### src/rtl/lcd_wr_if.sv
// Byte-write handshake between the text/message logic and the LCD sequencer.
interface lcd_wr_if;
  logic       wr_valid;
  logic       wr_rs;
  logic [7:0] wr_data;
  logic       wr_ready;

  modport master (output wr_valid, output wr_rs, output wr_data, input wr_ready);
  modport slave  (input wr_valid, input wr_rs, input wr_data, output wr_ready);
endinterface

### src/rtl/lcd_ctrl_seq.sv
// HD44780-style 8-bit LCD sequencer: power-up wait, fixed init ROM, then one
// handshaked byte at a time with RS setup, E pulse and post-write wait.
module lcd_ctrl_seq #(
  parameter int unsigned PWRUP_CYC    = 1_000_000,
  parameter int unsigned SETUP_CYC    = 2,
  parameter int unsigned E_HIGH_CYC   = 12,
  parameter int unsigned CMD_WAIT_CYC = 2_500,
  parameter int unsigned CLR_WAIT_CYC = 100_000
) (
  input  logic         clk,
  input  logic         rst_n,
  lcd_wr_if.slave      wr,
  output logic         init_done,
  output logic         busy,
  output logic [7:0]   lcd_data,
  output logic         lcd_rs,
  output logic         lcd_rw,
  output logic         lcd_e
);

  localparam int unsigned MaxA   = (PWRUP_CYC > SETUP_CYC) ? PWRUP_CYC : SETUP_CYC;
  localparam int unsigned MaxB   = (E_HIGH_CYC > CMD_WAIT_CYC) ? E_HIGH_CYC : CMD_WAIT_CYC;
  localparam int unsigned MaxC   = (MaxB > CLR_WAIT_CYC) ? MaxB : CLR_WAIT_CYC;
  localparam int unsigned MaxCyc = (MaxA > MaxC) ? MaxA : MaxC;
  localparam int unsigned CntW   = $clog2(MaxCyc) + 1;
  localparam logic [2:0]  RomLast = 3'd5;

  typedef enum logic [2:0] {StPwrup, StSetup, StEHigh, StWait, StIdle} state_e;

  state_e            state_q, state_d;
  logic [CntW-1:0]   cnt_q, cnt_d;
  logic [2:0]        idx_q, idx_d;
  logic              long_q, long_d;
  logic [7:0]        data_q, data_d;
  logic              rs_q, rs_d;
  logic              e_q, e_d;
  logic              ready_q, ready_d;
  logic              init_done_q, init_done_d;

  function automatic logic [7:0] rom_byte(input logic [2:0] i);
    case (i)
      3'd0, 3'd1, 3'd2: rom_byte = 8'h38;
      3'd3:             rom_byte = 8'h0C;
      3'd4:             rom_byte = 8'h01;
      default:          rom_byte = 8'h06;
    endcase
  endfunction

  // Function set (first) and clear display need the long execution wait.
  function automatic logic rom_long(input logic [2:0] i);
    rom_long = (i == 3'd0) || (i == 3'd4);
  endfunction

  // Next-state, counter and registered-output logic.
  always_comb begin
    state_d     = state_q;
    cnt_d       = cnt_q;
    idx_d       = idx_q;
    long_d      = long_q;
    data_d      = data_q;
    rs_d        = rs_q;
    e_d         = e_q;
    ready_d     = ready_q;
    init_done_d = init_done_q;
    unique case (state_q)
      StPwrup: begin
        if (cnt_q == '0) begin
          state_d = StSetup;
          idx_d   = 3'd0;
          data_d  = rom_byte(3'd0);
          rs_d    = 1'b0;
          long_d  = rom_long(3'd0);
          cnt_d   = CntW'(SETUP_CYC - 1);
        end else begin
          cnt_d = cnt_q - 1'b1;
        end
      end
      StSetup: begin
        if (cnt_q == '0) begin
          state_d = StEHigh;
          e_d     = 1'b1;
          cnt_d   = CntW'(E_HIGH_CYC - 1);
        end else begin
          cnt_d = cnt_q - 1'b1;
        end
      end
      StEHigh: begin
        if (cnt_q == '0) begin
          state_d = StWait;
          e_d     = 1'b0;
          cnt_d   = long_q ? CntW'(CLR_WAIT_CYC - 1) : CntW'(CMD_WAIT_CYC - 1);
        end else begin
          cnt_d = cnt_q - 1'b1;
        end
      end
      StWait: begin
        if (cnt_q == '0) begin
          if (!init_done_q && (idx_q != RomLast)) begin
            state_d = StSetup;
            idx_d   = idx_q + 3'd1;
            data_d  = rom_byte(idx_q + 3'd1);
            rs_d    = 1'b0;
            long_d  = rom_long(idx_q + 3'd1);
            cnt_d   = CntW'(SETUP_CYC - 1);
          end else begin
            state_d     = StIdle;
            ready_d     = 1'b1;
            init_done_d = 1'b1;
          end
        end else begin
          cnt_d = cnt_q - 1'b1;
        end
      end
      StIdle: begin
        if (ready_q && wr.wr_valid) begin
          state_d = StSetup;
          data_d  = wr.wr_data;
          rs_d    = wr.wr_rs;
          // Clear display / return home are the slow commands.
          long_d  = !wr.wr_rs && ((wr.wr_data == 8'h01) || (wr.wr_data == 8'h02));
          cnt_d   = CntW'(SETUP_CYC - 1);
          ready_d = 1'b0;
        end
      end
      default: state_d = StPwrup;
    endcase
  end

  // State and output registers; counter preloaded with the power-up length.
  always_ff @(posedge clk or negedge rst_n) begin
    if (!rst_n) begin
      state_q     <= StPwrup;
      cnt_q       <= CntW'(PWRUP_CYC - 1);
      idx_q       <= 3'd0;
      long_q      <= 1'b0;
      data_q      <= 8'h00;
      rs_q        <= 1'b0;
      e_q         <= 1'b0;
      ready_q     <= 1'b0;
      init_done_q <= 1'b0;
    end else begin
      state_q     <= state_d;
      cnt_q       <= cnt_d;
      idx_q       <= idx_d;
      long_q      <= long_d;
      data_q      <= data_d;
      rs_q        <= rs_d;
      e_q         <= e_d;
      ready_q     <= ready_d;
      init_done_q <= init_done_d;
    end
  end

  assign wr.wr_ready = ready_q;
  assign init_done   = init_done_q;
  assign busy        = (state_q != StIdle);
  assign lcd_data    = data_q;
  assign lcd_rs      = rs_q;
  assign lcd_rw      = 1'b0;
  assign lcd_e       = e_q;

endmodule
### src/flat_wrapper.sv
// flat-port wrapper written by rule: the top's interface ports become plain ports
module lcd_ctrl_seq_flat 
#(
  parameter int unsigned PWRUP_CYC    = 1_000_000,
  parameter int unsigned SETUP_CYC    = 2,
  parameter int unsigned E_HIGH_CYC   = 12,
  parameter int unsigned CMD_WAIT_CYC = 2_500,
  parameter int unsigned CLR_WAIT_CYC = 100_000
)
  (clk, rst_n, init_done, busy, lcd_data, lcd_rs, lcd_rw, lcd_e, wr_wr_valid, wr_wr_rs, wr_wr_data, wr_wr_ready);
  lcd_wr_if wr_i ();
  input  logic clk;
  input  logic rst_n;
  output logic init_done;
  output logic busy;
  output logic [7:0] lcd_data;
  output logic lcd_rs;
  output logic lcd_rw;
  output logic lcd_e;
  input wire logic [$bits(wr_i.wr_valid)-1:0] wr_wr_valid;
  input wire logic [$bits(wr_i.wr_rs)-1:0] wr_wr_rs;
  input wire logic [$bits(wr_i.wr_data)-1:0] wr_wr_data;
  output wire logic [$bits(wr_i.wr_ready)-1:0] wr_wr_ready;
  assign wr_i.wr_valid = wr_wr_valid;
  assign wr_i.wr_rs = wr_wr_rs;
  assign wr_i.wr_data = wr_wr_data;
  assign wr_wr_ready = wr_i.wr_ready;
  lcd_ctrl_seq #(.PWRUP_CYC(PWRUP_CYC), .SETUP_CYC(SETUP_CYC), .E_HIGH_CYC(E_HIGH_CYC), .CMD_WAIT_CYC(CMD_WAIT_CYC), .CLR_WAIT_CYC(CLR_WAIT_CYC)) u_core (.clk(clk), .rst_n(rst_n), .wr(wr_i), .init_done(init_done), .busy(busy), .lcd_data(lcd_data), .lcd_rs(lcd_rs), .lcd_rw(lcd_rw), .lcd_e(lcd_e));
endmodule
### config.mk
export PLATFORM = sky130hd
export DESIGN_NAME = lcd_ctrl_seq_flat
export DESIGN_NICKNAME = d
export VERILOG_FILES = /design/src/rtl/lcd_wr_if.sv /design/src/rtl/lcd_ctrl_seq.sv /design/src/flat_wrapper.sv
export SDC_FILE = /design/constraint.sdc
export NUM_CORES = 1
export LEC_CHECK = 0
export CORE_UTILIZATION = 40
export DETAILED_ROUTE_END_ITERATION = 8
export PLACE_DENSITY = 0.68
export SYNTH_ARGS = -nofsm -noshare
export SYNTH_HDL_FRONTEND = slang
export SYNTH_SLANG_ARGS = --single-unit
### constraint.sdc
create_clock -name clk -period 6.54 [get_ports clk]
set_input_delay 1.308 -clock clk [delete_from_list [all_inputs] [get_ports clk]]
set_output_delay 1.308 -clock clk [all_outputs]
set_load 0.02 [all_outputs]
Word level (Yosys, flattened, before mapping)
Cells that the tools add are included.
{ "totals": {"wordCells": 95, "register_bits": 40, "output_inout_bits": 14} }
{ "classes": {"bitwise_logic": 1, "n_addsub": 2, "reduce_logical": 23, "eq_ne": 20, "mux": 40} }
{ "op_table": {"columns": ["op", "count"], "rows": [
  ["two-way mux 21 bit", 6],
  ["case mux 21 bit (5 select lines)", 1],
  ["two-way mux 8 bit", 4],
  ["two-way mux 3 bit", 9],
  ["case mux 8 bit (3 select lines)", 1],
  ["zero test 21 bit", 1],
  ["subtractor 21 x 1 -> 21 bit, second input constant", 1],
  ["case mux 6 bit (3 select lines)", 1],
  ["two-way mux 17 bit", 1],
  ["case mux 3 bit (5 select lines)", 1],
  ["equality test 3 x 2 -> 1 bit, second input constant", 4],
  ["!= test 2 x 1 -> 1 bit, second input constant", 6],
  ["two-way mux 1 bit", 11],
  ["AND reduction 5 bit", 2],
  ["!= test 3 bit, second input constant", 3],
  ["AND reduction 3 bit", 3],
  ["equality test 8 x 1 -> 1 bit, second input constant", 1],
  ["equality test 8 x 2 -> 1 bit, second input constant", 1],
  ["AND reduction 4 bit", 2],
  ["equality test 3 x 1 -> 1 bit, second input constant", 2],
  ["equality test 3 bit, second input constant", 2],
  ["zero test 3 bit", 2],
  ["case mux 1 bit (3 select lines)", 2],
  ["case mux 3 bit (2 select lines)", 1],
  ["other kinds (11)", 18]
]} }

Longest topological paths before layout
{ "depth": {"ltp_word": 7, "mapped_depth": 9, "depth_no_buf": 7} }

Worst setup path before layout
No wires, ideal clock.
{ "synth_path": {"kind": "in2reg", "startpoint": "input wr_wr_valid", "endpoint": "register u_core.cnt_q[15]", "arrival_time_ns": 2.439, "setup_time_ns": 0.123, "n_path_buf": 1, "path_slack_ns": 3.978, "cell_stages": 6, "path_cell_list": "nand2_1 o21ai_0 o31a_1 clkbuf_1 o21ai_0 o2bb2ai_1"} }
{ "synth_via": {"elab_chain_cells": 3} }
{ "synth_rtl": {"columns": ["item", "line", "text"], "rows": [
  ["from (decl)", "flat_wrapper.sv:20", "input wire logic [$bits(wr_i.wr_valid)-1:0] wr_wr_valid;"],
  ["logical AND 1 bit", "lcd_ctrl_seq.sv:115", "if (ready_q && wr.wr_valid) begin"],
  ["!= test 2 x 1 -> 1 bit (no line)", null, null],
  ["AND reduction 3 bit (no line)", null, null],
  ["to (signal assigned)", "lcd_ctrl_seq.sv:133", "cnt_q <= CntW'(PWRUP_CYC - 1);"],
  ["to (signal assigned)", "lcd_ctrl_seq.sv:143", "cnt_q <= cnt_d;"],
  ["to (decl)", "lcd_ctrl_seq.sv:31", "logic [CntW-1:0] cnt_q, cnt_d;"]
]} }
Every way passes these cells.
A chain may end at the register's enable or synchronous reset.

Final worst setup path
{ "layout_path": {"startpoint": "register u_core.state_q[2]", "endpoint": "output busy"} }
{ "layout_via": {"elab_chain_cells": 1} }
{ "layout_rtl": {"columns": ["item", "line", "text"], "rows": [
  ["from (decl)", "lcd_ctrl_seq.sv:30", "state_e state_q, state_d;"],
  ["from (signal assigned)", "lcd_ctrl_seq.sv:132", "state_q <= StPwrup;"],
  ["from (signal assigned)", "lcd_ctrl_seq.sv:142", "state_q <= state_d;"],
  ["!= test 3 bit", "lcd_ctrl_seq.sv:156", "assign busy = (state_q != StIdle);"],
  ["to (decl)", "flat_wrapper.sv:15", "output logic busy;"]
]} }
Every way passes these cells.

==> flow_summary.ini <==
[cts]
cts_sinks = 40
numCtsBuffers = 5
post_cts_buffers = 0
clock_path_buffers = 2
root_buffer = clkbuf_8
cts_max_level = 2
cts_resized = 0
clock_latency_ns = 0.30
path_clk_slew_ns = 0.08
cts_hold_buf = 0
cts_tree = yes

[timing]
post-route-period-util_pct = 50.93
slew_violations = 0
slew_headroom_pct = 15.30
setup_viol_count_final = 0
setup_ws_ns = 3.209
fmax_ghz = 0.3002
setup-tns-final_ns = 0
fin_skew_ns = 0.008014
max_slew.worst_pin.slew_ns = 1.257
rsz0062_at_grt = no
hold_viol_final = 0
min_period_ns = 3.331

[routing]
drt_iter0_drc = 167
totalWireLength_um = 5915
via_count = 2171
route.detailed.wl_per_inst_um = 16.12
viasPerCell = 5.916
firstDrtPassIters = 4
drc = 0
drtAntennaViolNets = 0

[power]
ir_worst_vdd_mv = 0.09155
p_per_area_mw_per_mm2 = 154.2
cellLeakagePower_nw = 1.084

[die]
ios = 26
die_w_um = 80
die_y_um = 80
die_area_mm2 = 0.006400
std_cell_rows = 28
initial_core_util_pct = 41.35
coreArea_mm2 = 0.005886

[critical_path]
r2r_start = u_core.cnt_q[1]
r2r_setup_slack_ns = 3.22
crit_chain = nor3b_1 > buf_4 > inv_1 > clkdlybuf4s50_1
crit_arrival_ns = 2.02
reg2reg_depth = 7
cpLargestDelayFamily = buffers and inverters
worst_path_max_delay_cell = dfrtp_1
startpoint_type = flop
cpPeakStageDelay_ns = 0.60
crit_type = flop to primary output
r2r_end = u_core.cnt_q[19]
cp_max_fo = 13
path_buf_inv = 3
crit_required_ns = 5.23
critPathCaptureType = primary output

[placed_design]
portBuffers = 24
post-place-ws_ns = 3.236
gp_congestion = 0.8342
dp.cells = 359
hpwl_um = 4087

[finish]
antenna_cells = 0
syn2layout_area_growth_pct = 14.45
finalNetCount = 309
drive_above_1_share_pct = 11.64
utilization_pct = 47.32
stdcell_count = 367

[logic_synthesis]
ys_seq_area_share_pct = 41.75
synthArstFlopShare_pct = 100.0
ys_warn_count = 0
yosys_most_used_dff = dfrtp_1
syn_nets = 290
synth_cell_types = 56
syn-cell-area_mm2 = 0.002434
synthCells = 272
synth_edf_count = 0
synth_seq_cells = 40
syn-mean-instance-area_um2 = 8.947

[global_routing]
antenna_found_initial = 0
grt_busiest_layer = met2
grt_pass1_vias = 1976
grt.met1_usage_pct = 28.30
grt_util_met3_pct = 3.657
gr-usage-all-layers_pct = 20.28
grt_pass1_wl_um = 9984
groute.layer.met2.usage_pct = 31.79
grt_remaining_overflow = 0
grt_start_max_net_pins = 41

[worst_hold_path]
hold_depth = 1
hold_end = u_core.cnt_q[14]
holdCritStartpoint = u_core.cnt_q[14]
hp-class = flop to flop

[status]
status = complete, no violations

[run]
drv_cap = 0
==> power breakdown <==
group	internal, mW	total, mW	switching, mW
Combinational	0.00682	0.0148	0.00802
Sequential	0.248	0.248	0.000139
Clock	0.0747	0.167	0.0920
==> sequential cells by signal (all words and copies together) (netlist names) <==
signal              cells
u_core.lcd_rs           1
u_core.long_q           1
u_core.lcd_e            1
u_core.state_q          3
u_core.init_done        1
u_core.idx_q            3
u_core.lcd_data         8
u_core.wr.wr_ready      1
u_core.cnt_q           21
==> synthesized netlist by cell type, types with 3 or more instances <==
library cell	n	area (um2)
dfrtp_1	28	700.7
nor2_1	27	101.4
a21oi_1	26	130.1
inv_1	17	63.81
o21ai_0	15	75.07
nand2_1	14	52.55
nand3_1	14	70.07
dfstp_2	12	315.3
a31oi_1	10	62.56
clkbuf_1	8	30.03
nor3_1	8	40.04
o21a_1	7	52.55
ha_1	6	75.07
nor4_1	5	31.28
o22ai_1	5	31.28
o2bb2ai_1	5	43.79
mux2i_1	4	40.04
nand4_1	4	25.02
and3_1	3	18.77
mux2_2	3	33.78
or2_2	3	18.77
xor2_1	3	26.28
==> metal layers <==
metal  part of all wire (%)  up-vias
met2                     47       55
met4                    1.2        0
met5                      0        -
met1                     48     1064
met3                    4.1        7
li1                       -     1045
==> placed cells by master, fill, tap and decap left out, drive strengths merged, types with 2 or more instances in the layout <==
cell type | netlist | routed
a21o | 2 | 2
a21oi | 26 | 26
a22oi | 2 | 2
a31oi | 10 | 10
a41oi | 2 | 2
and3 | 3 | 3
buf | 5 | 2
clkbuf | 8 | 6
clkdlybuf4s50 | 0 | 23
dfrtp | 28 | 28
dfstp | 12 | 12
ha | 6 | 6
inv | 17 | 17
mux2 | 3 | 3
mux2i | 4 | 4
nand2 | 14 | 14
nand2b | 2 | 2
nand3 | 14 | 14
nand4 | 4 | 4
nor2 | 27 | 27
nor3 | 9 | 9
nor4 | 6 | 6
o211ai | 2 | 2
o21a | 7 | 7
o21ai | 15 | 15
o221ai | 2 | 2
o22ai | 5 | 5
o2bb2ai | 5 | 5
o31ai | 3 | 3
or2 | 3 | 3
or3 | 2 | 2
or4 | 3 | 3
xor2 | 3 | 3
==> final cells by class <==
type / instances / area (um2)
Fill cell: 595 / 3100
Multi-Input combinational cell: 202 / 1284
Sequential cell: 40 / 1016
Timing Repair Buffer: 25 / 242.7
Tap cell: 75 / 93.84
Clock buffer: 6 / 72.57
Inverter: 17 / 63.81
Clock inverter: 2 / 12.51
==> per-stage QoR <==
step | total power, mW | instance area [um2] | hold slack [ns]
after floorplan | 0.2552 | 2434 | 0.4673
after global placement | 0.2677 | 2700 | 0.4801
after detailed placement | 0.2679 | 2700 | 0.4794
after CTS | 0.4363 | 2785 | 0.4950
after global routing | 0.4502 | 2785 | 0.5159
final | 0.4295 | 2785 | 0.4959
==> kinds of logic (layout without fill, tap and decap cells) <==
| kind of cell | count (synthesis) | after routing | share of synthesized area, % |
|---|---|---|---|
| and+or+nand+nor | 95 | 95 | 20.46 |
| AOI/OAI and AO/OA | 89 | 89 | 24.58 |
| DFF | 40 | 40 | 41.75 |
| buffers and inverters | 30 | 50 | 5.501 |
| muxes | 7 | 7 | 3.033 |
| adders and majority gates | 6 | 6 | 3.085 |
| xor gates and xnor gates | 4 | 4 | 1.440 |
| other | 1 | 1 | 0.1541 |
==> worst max-delay path by stage <==
stage,slack [ns],from,cells past startpoint,endpoint
floorplan,3.98,wr_wr_valid,6,u_core.cnt_q[15]
global placement,3.28,wr_wr_valid,6,u_core.cnt_q[19]
detailed placement,3.24,wr_wr_valid,6,u_core.cnt_q[19]
CTS,3.22,u_core.state_q[2],4,busy
global route,2.94,u_core.cnt_q[1],7,u_core.cnt_q[8]
finish,3.21,u_core.state_q[2],4,busy
Power figures use the tool's default switching activity.
